===== config.mk =====
export PLATFORM = sky130hd
export DESIGN_NAME = csla_pipe
export DESIGN_NICKNAME = d
export VERILOG_FILES = /design/src/rtl/csla_pipe.sv
export SDC_FILE = /design/constraint.sdc
export NUM_CORES = 1
export LEC_CHECK = 0
export CAP_MARGIN = 10
export CELL_PAD_IN_SITES_DETAIL_PLACEMENT = 0
export CELL_PAD_IN_SITES_GLOBAL_PLACEMENT = 1
export CORE_MARGIN = 2
export CORE_UTILIZATION = 44
export CTS_CLUSTER_SIZE = 8
export DETAILED_ROUTE_END_ITERATION = 7
export GPL_TIMING_DRIVEN = 1
export MAX_ROUTING_LAYER = met4
export PLACE_DENSITY = 0.81
export SYNTH_ARGS = -nofsm -noshare
export SYNTH_HDL_FRONTEND = slang
export SYNTH_SLANG_ARGS = --single-unit
export TNS_END_PERCENT = 100

===== constraint.sdc =====
create_clock -name clk -period 3.36 [get_ports clk]
set_input_delay 0.504 -clock clk [delete_from_list [all_inputs] [get_ports clk]]
set_output_delay 0.504 -clock clk [all_outputs]
set_load 0.01 [all_outputs]

===== src/rtl/csla_pipe.sv =====
// Pipelined carry-select adder with valid/ready flow control and a global stall.
// Define CSLA_PIPE_SUB_EN to enable the per-item subtract mode (a - b when sub=1).
module csla_pipe #(
   parameter int WIDTH  = 32,
   parameter int BLOCK  = 4,
   parameter int STAGES = 2
) (
   input  logic             clk,
   input  logic             rst_n,
   input  logic             in_valid,
   output logic             in_ready,
   input  logic [WIDTH-1:0] a,
   input  logic [WIDTH-1:0] b,
   input  logic             cin,
   input  logic             sub,
   output logic             out_valid,
   input  logic             out_ready,
   output logic [WIDTH-1:0] sum,
   output logic             cout,
   output logic             ovf
);

   localparam int SW   = WIDTH / STAGES;
   localparam int NB   = SW / BLOCK;
   localparam int LAST = STAGES - 1;

   // Handshake: a beat moves in on in_valid & in_ready and out on
   // out_valid & out_ready; the only stall source is an unconsumed result,
   // which freezes every rank at once so nothing is dropped or duplicated.

   function automatic logic [SW:0] csla_slice(input logic [SW-1:0] x,
                                              input logic [SW-1:0] y,
                                              input logic          ci);
      logic [SW-1:0] s;
      logic          c;
      logic [BLOCK:0] s0;
      logic [BLOCK:0] s1;
      s = '0;
      c = ci;
      for (int i = 0; i < NB; i++) begin
         s0 = {1'b0, x[i*BLOCK +: BLOCK]} + {1'b0, y[i*BLOCK +: BLOCK]};
         s1 = {1'b0, x[i*BLOCK +: BLOCK]} + {1'b0, y[i*BLOCK +: BLOCK]}
              + {{BLOCK{1'b0}}, 1'b1};
         s[i*BLOCK +: BLOCK] = c ? s1[BLOCK-1:0] : s0[BLOCK-1:0];
         c = c ? s1[BLOCK] : s0[BLOCK];
      end
      return {c, s};
   endfunction

   function automatic logic [WIDTH-1:0] keep_above(input int k);
      logic [WIDTH-1:0] m;
      m = '1;
      return m << ((k + 1) * SW);
   endfunction

   // Rank k holds the operands and carry entering adder stage k; rank
   // STAGES is the output rank.
   logic [STAGES:0]                 v_q;
   logic [STAGES:0]                 c_q;
   logic [STAGES-1:0][WIDTH-1:0]    a_q;
   logic [STAGES-1:0][WIDTH-1:0]    b_q;
   logic [STAGES-1:0][WIDTH-1:0]    s_q;
   logic                            ovf_q;

   logic [STAGES-1:0][SW:0]         slice_r;
   logic [STAGES-1:0][WIDTH-1:0]    s_nxt;
   logic                            ovf_nxt;
   logic [WIDTH-1:0]                b_in;
   logic                            c_in;
   logic                            stall;

`ifdef CSLA_PIPE_SUB_EN
   assign b_in = sub ? ~b : b;
   assign c_in = sub | cin;
   logic unused_bits;
   assign unused_bits = ^{a_q[LAST], b_q[LAST]};
`else
   assign b_in = b;
   assign c_in = cin;
   logic unused_bits;
   assign unused_bits = ^{a_q[LAST], b_q[LAST], sub};
`endif

   assign stall     = v_q[STAGES] & ~out_ready;
   assign in_ready  = ~stall;
   assign out_valid = v_q[STAGES];
   assign sum       = s_q[LAST];
   assign cout      = c_q[STAGES];
   assign ovf       = ovf_q;

   always_comb begin
      s_nxt[0] = '0;
      for (int k = 1; k < STAGES; k++) begin
         s_nxt[k] = s_q[k-1];
      end
      for (int k = 0; k < STAGES; k++) begin
         slice_r[k] = csla_slice(a_q[k][k*SW +: SW], b_q[k][k*SW +: SW], c_q[k]);
         s_nxt[k][k*SW +: SW] = slice_r[k][SW-1:0];
      end
      ovf_nxt = (a_q[LAST][WIDTH-1] == b_q[LAST][WIDTH-1]) &
                (slice_r[LAST][SW-1] != a_q[LAST][WIDTH-1]);
   end

   always_ff @(posedge clk or negedge rst_n) begin
      if (!rst_n) begin
         v_q   <= '0;
         c_q   <= '0;
         a_q   <= '0;
         b_q   <= '0;
         s_q   <= '0;
         ovf_q <= 1'b0;
      end else if (!stall) begin
         v_q[0] <= in_valid;
         if (in_valid) begin
            a_q[0] <= a;
            b_q[0] <= b_in;
            c_q[0] <= c_in;
         end
         for (int k = 0; k < STAGES; k++) begin
            v_q[k+1] <= v_q[k];
            if (v_q[k]) begin
               c_q[k+1] <= slice_r[k][SW];
               s_q[k]   <= s_nxt[k];
            end
         end
         // Consumed low slices are cleared as operands move down, so only
         // the still-needed high bits cost storage.
         for (int k = 1; k < STAGES; k++) begin
            if (v_q[k-1]) begin
               a_q[k] <= a_q[k-1] & keep_above(k - 1);
               b_q[k] <= b_q[k-1] & keep_above(k - 1);
            end
         end
         if (v_q[LAST]) begin
            ovf_q <= ovf_nxt;
         end
      end
   end

endmodule


==> run metrics, run 1 <==
commonest non-fill, non-tap cell in the layout=dfrtp_1; slack of the critical path=102 ps; Synth Area per Inst=12.8 sq um; Area contributors post-synth=dfrtp_1 52%, mux2_2 17%, ha_1 6.8%, xnor2_1 2.8%, nand2_1 2.4%; routability cong.=0.799; first-pass GRT wire length=23.9 mm; Post-synth EDFFs=0; Post-synth ARST share=100%; distinct cell type count after synthesis=52; worst skew pair latency=420 ps; sequential share of the synthesized area=51.6%; f_max=307 MHz; number of diodes=0; Final ANT Viol Nets=0; PD cells=1070 nW/um^2; Most common cell on crit path=o2111ai_2; max_slew headroom=55.1%; initial antenna violation count=0; Worst path slowest cell=fa_2; layout cells sized above 1=26.0%; io pins=106; Tcrit/Tclk final=97.0%; crit path to=ovf$_DFFE_PN0P_; peak supply drop=0.494 mV; worst-path cell chain=ha_2 > fa_2 > ha_4 > nor4bb_2 > nand4_1 > o2111ai_2 > o2111ai_2 > xor2_2 > a31o_4 > nand4_2 > xnor2_2 > o31ai_2; Core Region=16,400 sq um; #FFs+latches synth=151; Mapped Cells=572; Final Hold Fails=0; fillers=1,285; Leak Pwr=4.09 nW; post-DP HPWL=10.2 mm; clock buffer depth=2; CTS clk-pin slew, worst paths=60 ps; RSZ-0062 raised after global routing=true; Crit Path Class=flop to flop; TritonCTS clock tree=yes; Synthesis Warnings=0; # DRC=0; via count=4,742; pin count of the biggest net entering global routing=75; Post-Synthesis Net Count=690; first-pass iteration count of the detailed router=4; Final Util=57.4%; CP endpoint kind=flop; Initial Utilization=44.6%; initial drt markers=193; R2R cell count=12; worst path arrival time=3590 ps; Most used DFF post-synth=dfrtp_1; total placed cells including tap cells=882; Layout area overhead=28.7%; clock root cell=clkbuf_16; Worst Path Required=3690 ps; worst slew pin tran=673 ps; r2r setup slk=100 ps; DIE AREA=17,700 sq um; H-tree Lvls=4; worst r2r dst=ovf$_DFFE_PN0P_; Critical Path Source=a_q[48]$_DFFE_PN0P_; FF-to-FF Start=a_q[48]$_DFFE_PN0P_; CP Max Fanout=5; vias in the first global route=4,974; Setup Viol. Count Final=0; status=complete, no violations; CTS sink count=151; row count=47; min-delay worst type=input port to asynchronous set/reset pin; Min Hold Slack=86.8 ps; GRT overflow=0; max-slew violations=0; Final Skew=6.33 ps; Worst path max stage delay=600 ps; WL/cell=15.5 um; crit path time final=3260 ps; post-synth top area cell=dfrtp_1; aggregate global-route resource usage=17.7%; Die Wd=133 um; Storage cell area=3780 sq um; most frequent cells in the layout=151 x dfrtp_1, 111 x mux2_2, 103 x clkdlybuf4s50_1; Finished Layout Cells=917; CTS Buf Count=17; crit start category=flop; worst slack at placement=4.95 ps; Nets=802; area fraction of the dominant cell type after synthesis=51.6%; multi-input logic area=3510 sq um; Die Y=133 um; Max Cap Viol=0; routed wire length=14.2 mm; Post-Syn Area=7320 sq um; IO buf count=104; vias per cell=5.17
## cells in the mapped netlist (all sizes together), types with 2 or more instances
| library cell | count |
|---|---|
| a21o | 16 |
| a21oi | 20 |
| a31oi | 2 |
| and2 | 3 |
| and3 | 2 |
| and4 | 2 |
| buf | 6 |
| clkbuf | 16 |
| dfrtp | 151 |
| fa | 8 |
| ha | 40 |
| inv | 10 |
| mux2 | 111 |
| mux2i | 7 |
| nand2 | 46 |
| nand3 | 8 |
| nand4 | 10 |
| nand4b | 3 |
| nor2 | 10 |
| nor3 | 3 |
| nor3b | 2 |
| o2111ai | 3 |
| o21ai | 35 |
| o31ai | 2 |
| or3 | 2 |
| xnor2 | 24 |
| xor2 | 17 |
## worst min path at each step
stage               cells after the start  slack (ps)                   to
floorplan                               0         210   a_q[0]$_DFFE_PN0P_
global placement                        2         460  b_q[61]$_DFFE_PN0P_
detailed placement                      2         470  b_q[61]$_DFFE_PN0P_
CTS                                     1         120  a_q[19]$_DFFE_PN0P_
global route                            1         160  sum[16]$_DFFE_PN0P_
finish                                  1          90  a_q[19]$_DFFE_PN0P_
## stage by stage
step                      instance area, sq um  power [W]  setup TNS, ps
final                                     9420     0.0101              0
after global routing                      9420     0.0108          -55.2
after CTS                                 9310    0.00992              0
after detailed placement                  8620    0.00764              0
after global placement                    8620    0.00745              0
after floorplan                           7320    0.00632              0
## registers in the layout (all words and copies together), names as in the netlist
name / cells
ovf: 1
b_q: 48
c_q: 3
v_q: 3
a_q: 48
sum: 32
s_nxt: 16
## cells by family after synthesis
| family | after synthesis | synth area share, % |
|---|---|---|
| multiplexers | 118 | 18.0 |
| AND/OR/NAND/NOR | 95 | 6.66 |
| buffers and inverters | 33 | 2.07 |
| adder cells (fa/ha/maj) | 48 | 9.02 |
| AO/OA/AOI/OAI | 86 | 7.28 |
| flip-flops | 151 | 51.6 |
| XOR/XNOR | 41 | 5.36 |
## what timing repair did
action | CTS | global route
setup endpoints to repair | 1 | 14
setup buffers | 1 | 2
hold buffers | 0 | 0
cloned | 0 | 0
gates resized for setup | 1 | 16
pin swaps | 0 | 10
## where the power goes
part           switching [W]  leakage [nW]  internal, W
clock network       0.000711         0.334      0.00147
logic                0.00240          1.96      0.00254
registers           0.000454          1.80      0.00254
total                0.00356          4.09      0.00655
## area by class of cell
cell class	instances	share of cell area, %
sequential	151	40.1
multi-input combinational	388	37.2
timing repair buffer	116	12.1
clock buffer	24	5.22
tap	220	2.92
clock inverter	8	2.02
inverter	10	0.398
## metal layers
metal	track usage [%]	vias to the layer above	part of all wire, %
li1	-	2264	-
met1	22.3	2338	46
met2	27.6	111	48
met3	3.60	29	3.4
met4	8.06	0	2.5
met5	-	-	0
## critical path, delay by kind of cell, from the launching register on
family / cells / cell delay, ps
simple gates: 3 / 610
fa+ha+maj: 3 / 980
xor+xnor: 2 / 500
flops: 1 / 390
compound gates: 4 / 690
Note: power is estimated with default switching activity, not from simulation.
==> run 2, diff against run 1 <==
SKIP_LAST_GASP = 1   (was default)
==> run 2 against run 1 <==
  * Clock skew about the same
  * Highest routed layer unchanged
  * Clock power about the same
  * Sequential share of layout area about the same
  * First-iteration DRC count decreased by 2.6%
  * Critical path depth unchanged
  * Register-to-register slack about the same
  * Non-clock buffer count unchanged
  * Worst hold slack about the same
==> run metrics, run 2 (synthesis gave the netlist of run 1 again) <==
status=complete, no violations; io pins=106; clock root cell=clkbuf_16; first-pass GRT wire length=23.9 mm; aggregate global-route resource usage=17.7%; DIE AREA=17,700 sq um; Setup Viol. Count Final=0; GRT overflow=0; row count=47; Leak Pwr=4.09 nW; PD cells=1070 nW/um^2; # DRC=0; IO buf count=104; worst path arrival time=3590 ps; Layout area overhead=28.6%; most frequent cells in the layout=151 x dfrtp_1, 111 x mux2_2, 103 x clkdlybuf4s50_1; Final ANT Viol Nets=0; Die Wd=133 um; routability cong.=0.799; worst skew pair latency=420 ps; CP endpoint kind=flop; Crit Path Class=flop to flop; Core Region=16,400 sq um; layout cells sized above 1=25.8%; clock buffer depth=2; slack of the critical path=102 ps; first-pass iteration count of the detailed router=4; Max Cap Viol=0; multi-input logic area=3500 sq um; peak supply drop=0.494 mV; post-DP HPWL=10.2 mm; commonest non-fill, non-tap cell in the layout=dfrtp_1; CTS clk-pin slew, worst paths=60 ps; Final Instance Area=9420 sq um; crit path time final=3260 ps; H-tree Lvls=4; initial drt markers=188; CTS sink count=151; via count=4,738; CTS Buf Count=17; total power=0.0101 W; Setup Total Neg Slack=0 ps; min-delay worst type=input port to asynchronous set/reset pin; routed wire length=14.2 mm; WL/cell=15.5 um; crit start category=flop; Initial Utilization=44.6%; Final Util=57.4%; pin count of the biggest net entering global routing=75; CP Max Fanout=5; worst slack at placement=4.95 ps; vias in the first global route=4,974; fillers=1,285; TritonCTS clock tree=yes; Die Y=133 um; initial antenna violation count=0; number of diodes=0; Post-DP Area=8620 sq um; Nets=802; vias per cell=5.17; max_slew headroom=55.1%; Storage cell area=3780 sq um; max-slew violations=0; Final Skew=6.33 ps; Final Hold Fails=0; r2r setup slk=100 ps; Worst Path Required=3690 ps; f_max=307 MHz; worst slew pin tran=673 ps; RSZ-0062 raised after global routing=true; Tcrit/Tclk final=97.0%
## run 2: area by class of cell
type | instances | area share [%]
tap | 220 | 2.92
clock inverter | 8 | 2.02
sequential | 151 | 40.1
inverter | 10 | 0.398
multi-input combinational | 388 | 37.2
timing repair buffer | 116 | 12.2
clock buffer | 24 | 5.22
## run 2: per-layer routing
layer	up-vias	track usage [%]	wire, um
li1	2264	-	-
met1	2334	22.3	6550
met2	111	27.6	6810
met3	29	3.60	479
met4	0	8.06	356
met5	-	-	0
## run 2: power by group
part	internal [W]	leakage [nW]	total, W	switching [W]
Clock	0.00147	0.334	0.00218	0.000711
Sequential	0.00254	1.80	0.00299	0.000454
Combinational	0.00253	1.96	0.00492	0.00238
## run 2: metrics by stage
stage	cells	hold WS, ps
floorplan	572	208
global placement	882	456
detailed placement	882	466
CTS	915	121
global route	917	156
finish	917	86.8
## run 2: critical path, cell delays in order, from the launching register on
cell	delay, ps
dfrtp_1	390
ha_2	220
fa_2	600
ha_4	160
nor4bb_2	290
nand4_1	170
o2111ai_2	140
o2111ai_2	160
xor2_2	300
a31o_4	220
nand4_2	150
xnor2_2	200
o31ai_2	170
## run 2: timing repair
action                     CTS  global route
setup endpoints to repair    1            14
buffers inserted             1             2
resized for setup            1            15
pin swaps                    0            10
hold buffers                 0             0
## run 2: path summary, 6_finish.rpt
path	cells after the start	start	to
max	12	a_q[48]$_DFFE_PN0P_	ovf$_DFFE_PN0P_
min	1	rst_n	a_q[19]$_DFFE_PN0P_
max reg2reg	12	a_q[48]$_DFFE_PN0P_	ovf$_DFFE_PN0P_
min reg2reg	2	s_nxt[36]$_DFFE_PN0P_	s_nxt[36]$_DFFE_PN0P_
max in group asynchronous	2	rst_n	a_q[24]$_DFFE_PN0P_
min in group clk	2	s_nxt[36]$_DFFE_PN0P_	s_nxt[36]$_DFFE_PN0P_
==> run 3, diff against run 2 <==
CORE_ASPECT_RATIO = 2   (was default)
CORE_MARGIN = default   (was 2)
==> run 3 against run 2 <==
  * Utilization fell by 0.094 points
  * First-iteration DRC count fell by 19%
  * Clock-buffer cell count fell by 4
  * Combinational power rose by 1%
  * Non-clock buffer count rose by 1
  * Fmax rose by 0.27%
  * Clock skew fell by 0.69 ps
  * Register-to-register slack barely moved
  * Sequential share of layout area rose by 0.41 points
  * Power fell by 2.6%
==> run metrics, run 3 (synthesis gave the netlist of run 1 again) <==
fillers=1,373; commonest non-fill, non-tap cell in the layout=dfrtp_1; crit path to=ovf$_DFFE_PN0P_; Die Wd=93.2 um; Die Y=184 um; max-slew violations=0; DIE AREA=17,200 sq um; CP endpoint kind=flop; Tcrit/Tclk final=96.7%; initial drt markers=153; max_slew headroom=45.6%; WL/cell=16.0 um; number of diodes=0; vias in the first global route=5,103; Initial Utilization=45.0%; most frequent cells in the layout=151 x dfrtp_1, 111 x mux2_2, 103 x clkdlybuf4s50_1; CTS clk-pin slew, worst paths=60 ps; # DRC=0; via count=4,705; vias per cell=5.23; Final ANT Viol Nets=0; layout cells sized above 1=25.9%; CP Max Fanout=5; FF-to-FF Start=b_q[48]$_DFFE_PN0P_; Core Region=16,300 sq um; crit path time final=3250 ps; Worst Path Required=3680 ps; Leak Pwr=4.05 nW; peak supply drop=0.459 mV; worst-path cell chain=ha_4 > fa_2 > ha_4 > nand3_2 > a221o_2 > o2111ai_2 > xor2_2 > buf_4 > a31o_4 > nand4_2 > xnor2_2 > o31ai_2; TritonCTS clock tree=yes; R2R cell count=12; min-delay worst type=input port to asynchronous set/reset pin; worst slack at placement=51.0 ps; row count=66; PD cells=1050 nW/um^2; io pins=106; Final Util=57.3%; crit start category=flop; status=complete, no violations; f_max=308 MHz; critical path depth=12; Final Hold Fails=0; clock buffer depth=2; pin count of the biggest net entering global routing=73; r2r setup slk=110 ps; total placed cells including tap cells=866; Final Skew=5.64 ps; Layout area overhead=27.3%; worst path arrival time=3570 ps; Crit path max-delay family=compound AO/OA/AOI/OAI gates; Worst path slowest cell=fa_2; worst skew pair latency=410 ps; first-pass GRT wire length=24.0 mm; Crit Path Class=flop to flop; CTS sink count=151; Finished Layout Cells=900; Critical Path Source=b_q[48]$_DFFE_PN0P_; CTS Buf Count=17; Most common cell on crit path=ha_4; Worst path max stage delay=620 ps; GRT overflow=0; Setup Viol. Count Final=0; worst r2r dst=ovf$_DFFE_PN0P_; clock root cell=clkbuf_16; worst slew pin tran=813 ps; first-pass iteration count of the detailed router=4; Max Cap Viol=0; slack of the critical path=111 ps; routability cong.=0.804; H-tree Lvls=4; IO buf count=104; Nets=803; post-DP HPWL=10.2 mm; CP Buf/Inv Count=1; routed wire length=14.4 mm; aggregate global-route resource usage=18.7%; initial antenna violation count=0
run 3: changes by cell type in the layout (fill, tap and decap cells not counted), moves of 2 or more:
cell,delta
clkinv_2,+3
buf_12,+2
clkbuf_8,-3
xnor2_2,+2
clkinvlp_4,+2
bufinv_16,-3
run 3: power by group:
part | leakage (nW) | switching (W) | total [W] | internal [W]
sequential | 1.80 | 0.000457 | 0.00299 | 0.00254
combinational | 1.98 | 0.00240 | 0.00497 | 0.00257
clock | 0.281 | 0.000695 | 0.00187 | 0.00117
total | 4.05 | 0.00355 | 0.00983 | 0.00628
run 3: through the flow:
stage	hold WS (ps)	area [sq um]	total power (W)	setup TNS (ps)
6_report	110	9330	0.00983	0
5_1_grt	139	9330	0.0106	-33.6
4_1_cts	115	9200	0.00959	0
3_5_place_dp	461	8620	0.00767	0
3_3_place_gp	457	8620	0.00750	0
2_1_floorplan	208	7320	0.00632	0
run 3: worst register-to-register path, cell delays in order (launching register included):
cell and delay, ps:
dfrtp_1 410, ha_4 190, fa_2 620, ha_4 180, nand3_2 90, a221o_2 430, o2111ai_2 240, xor2_2 140
buf_4 150, a31o_4 180, nand4_2 160, xnor2_2 200, o31ai_2 170
run 3: area by class of cell:
| cell class | count | area [sq um] | area share (%) |
|---|---|---|---|
| clock buffers | 20 | 447 | 4.79 |
| well taps | 204 | 255 | 2.74 |
| inverters | 10 | 37.5 | 0.403 |
| repair buffers | 117 | 1180 | 12.6 |
| multi-input cells | 388 | 3500 | 37.5 |
| clock inverters | 10 | 130 | 1.40 |
| flip-flops and latches | 151 | 3780 | 40.5 |
run 3: what timing repair did:
item | CTS | global route
setup endpoints to repair | 0 | 13
setup buffers | 0 | 4
hold buffers | 0 | 0
resized for setup | 0 | 15
run 3: worst min path at each step:
| stage | start | to | cells after the start |
|---|---|---|---|
| global placement | b_q[29]$_DFFE_PN0P_ | b_q[61]$_DFFE_PN0P_ | 2 |
| finish | rst_n | a_q[20]$_DFFE_PN0P_ | 1 |
| detailed placement | b_q[29]$_DFFE_PN0P_ | b_q[61]$_DFFE_PN0P_ | 2 |
| global route | rst_n | b_q[17]$_DFFE_PN0P_ | 1 |
| floorplan | rst_n | a_q[0]$_DFFE_PN0P_ | 0 |
| CTS | rst_n | a_q[20]$_DFFE_PN0P_ | 1 |
run 3: per-layer routing:
layer	vias to the layer above	track usage [%]	routed length, um
met5	-	-	0
li1	2256	-	-
met2	83	34.7	8480
met4	0	7.32	294
met1	2346	18.3	5130
met3	20	4.25	481
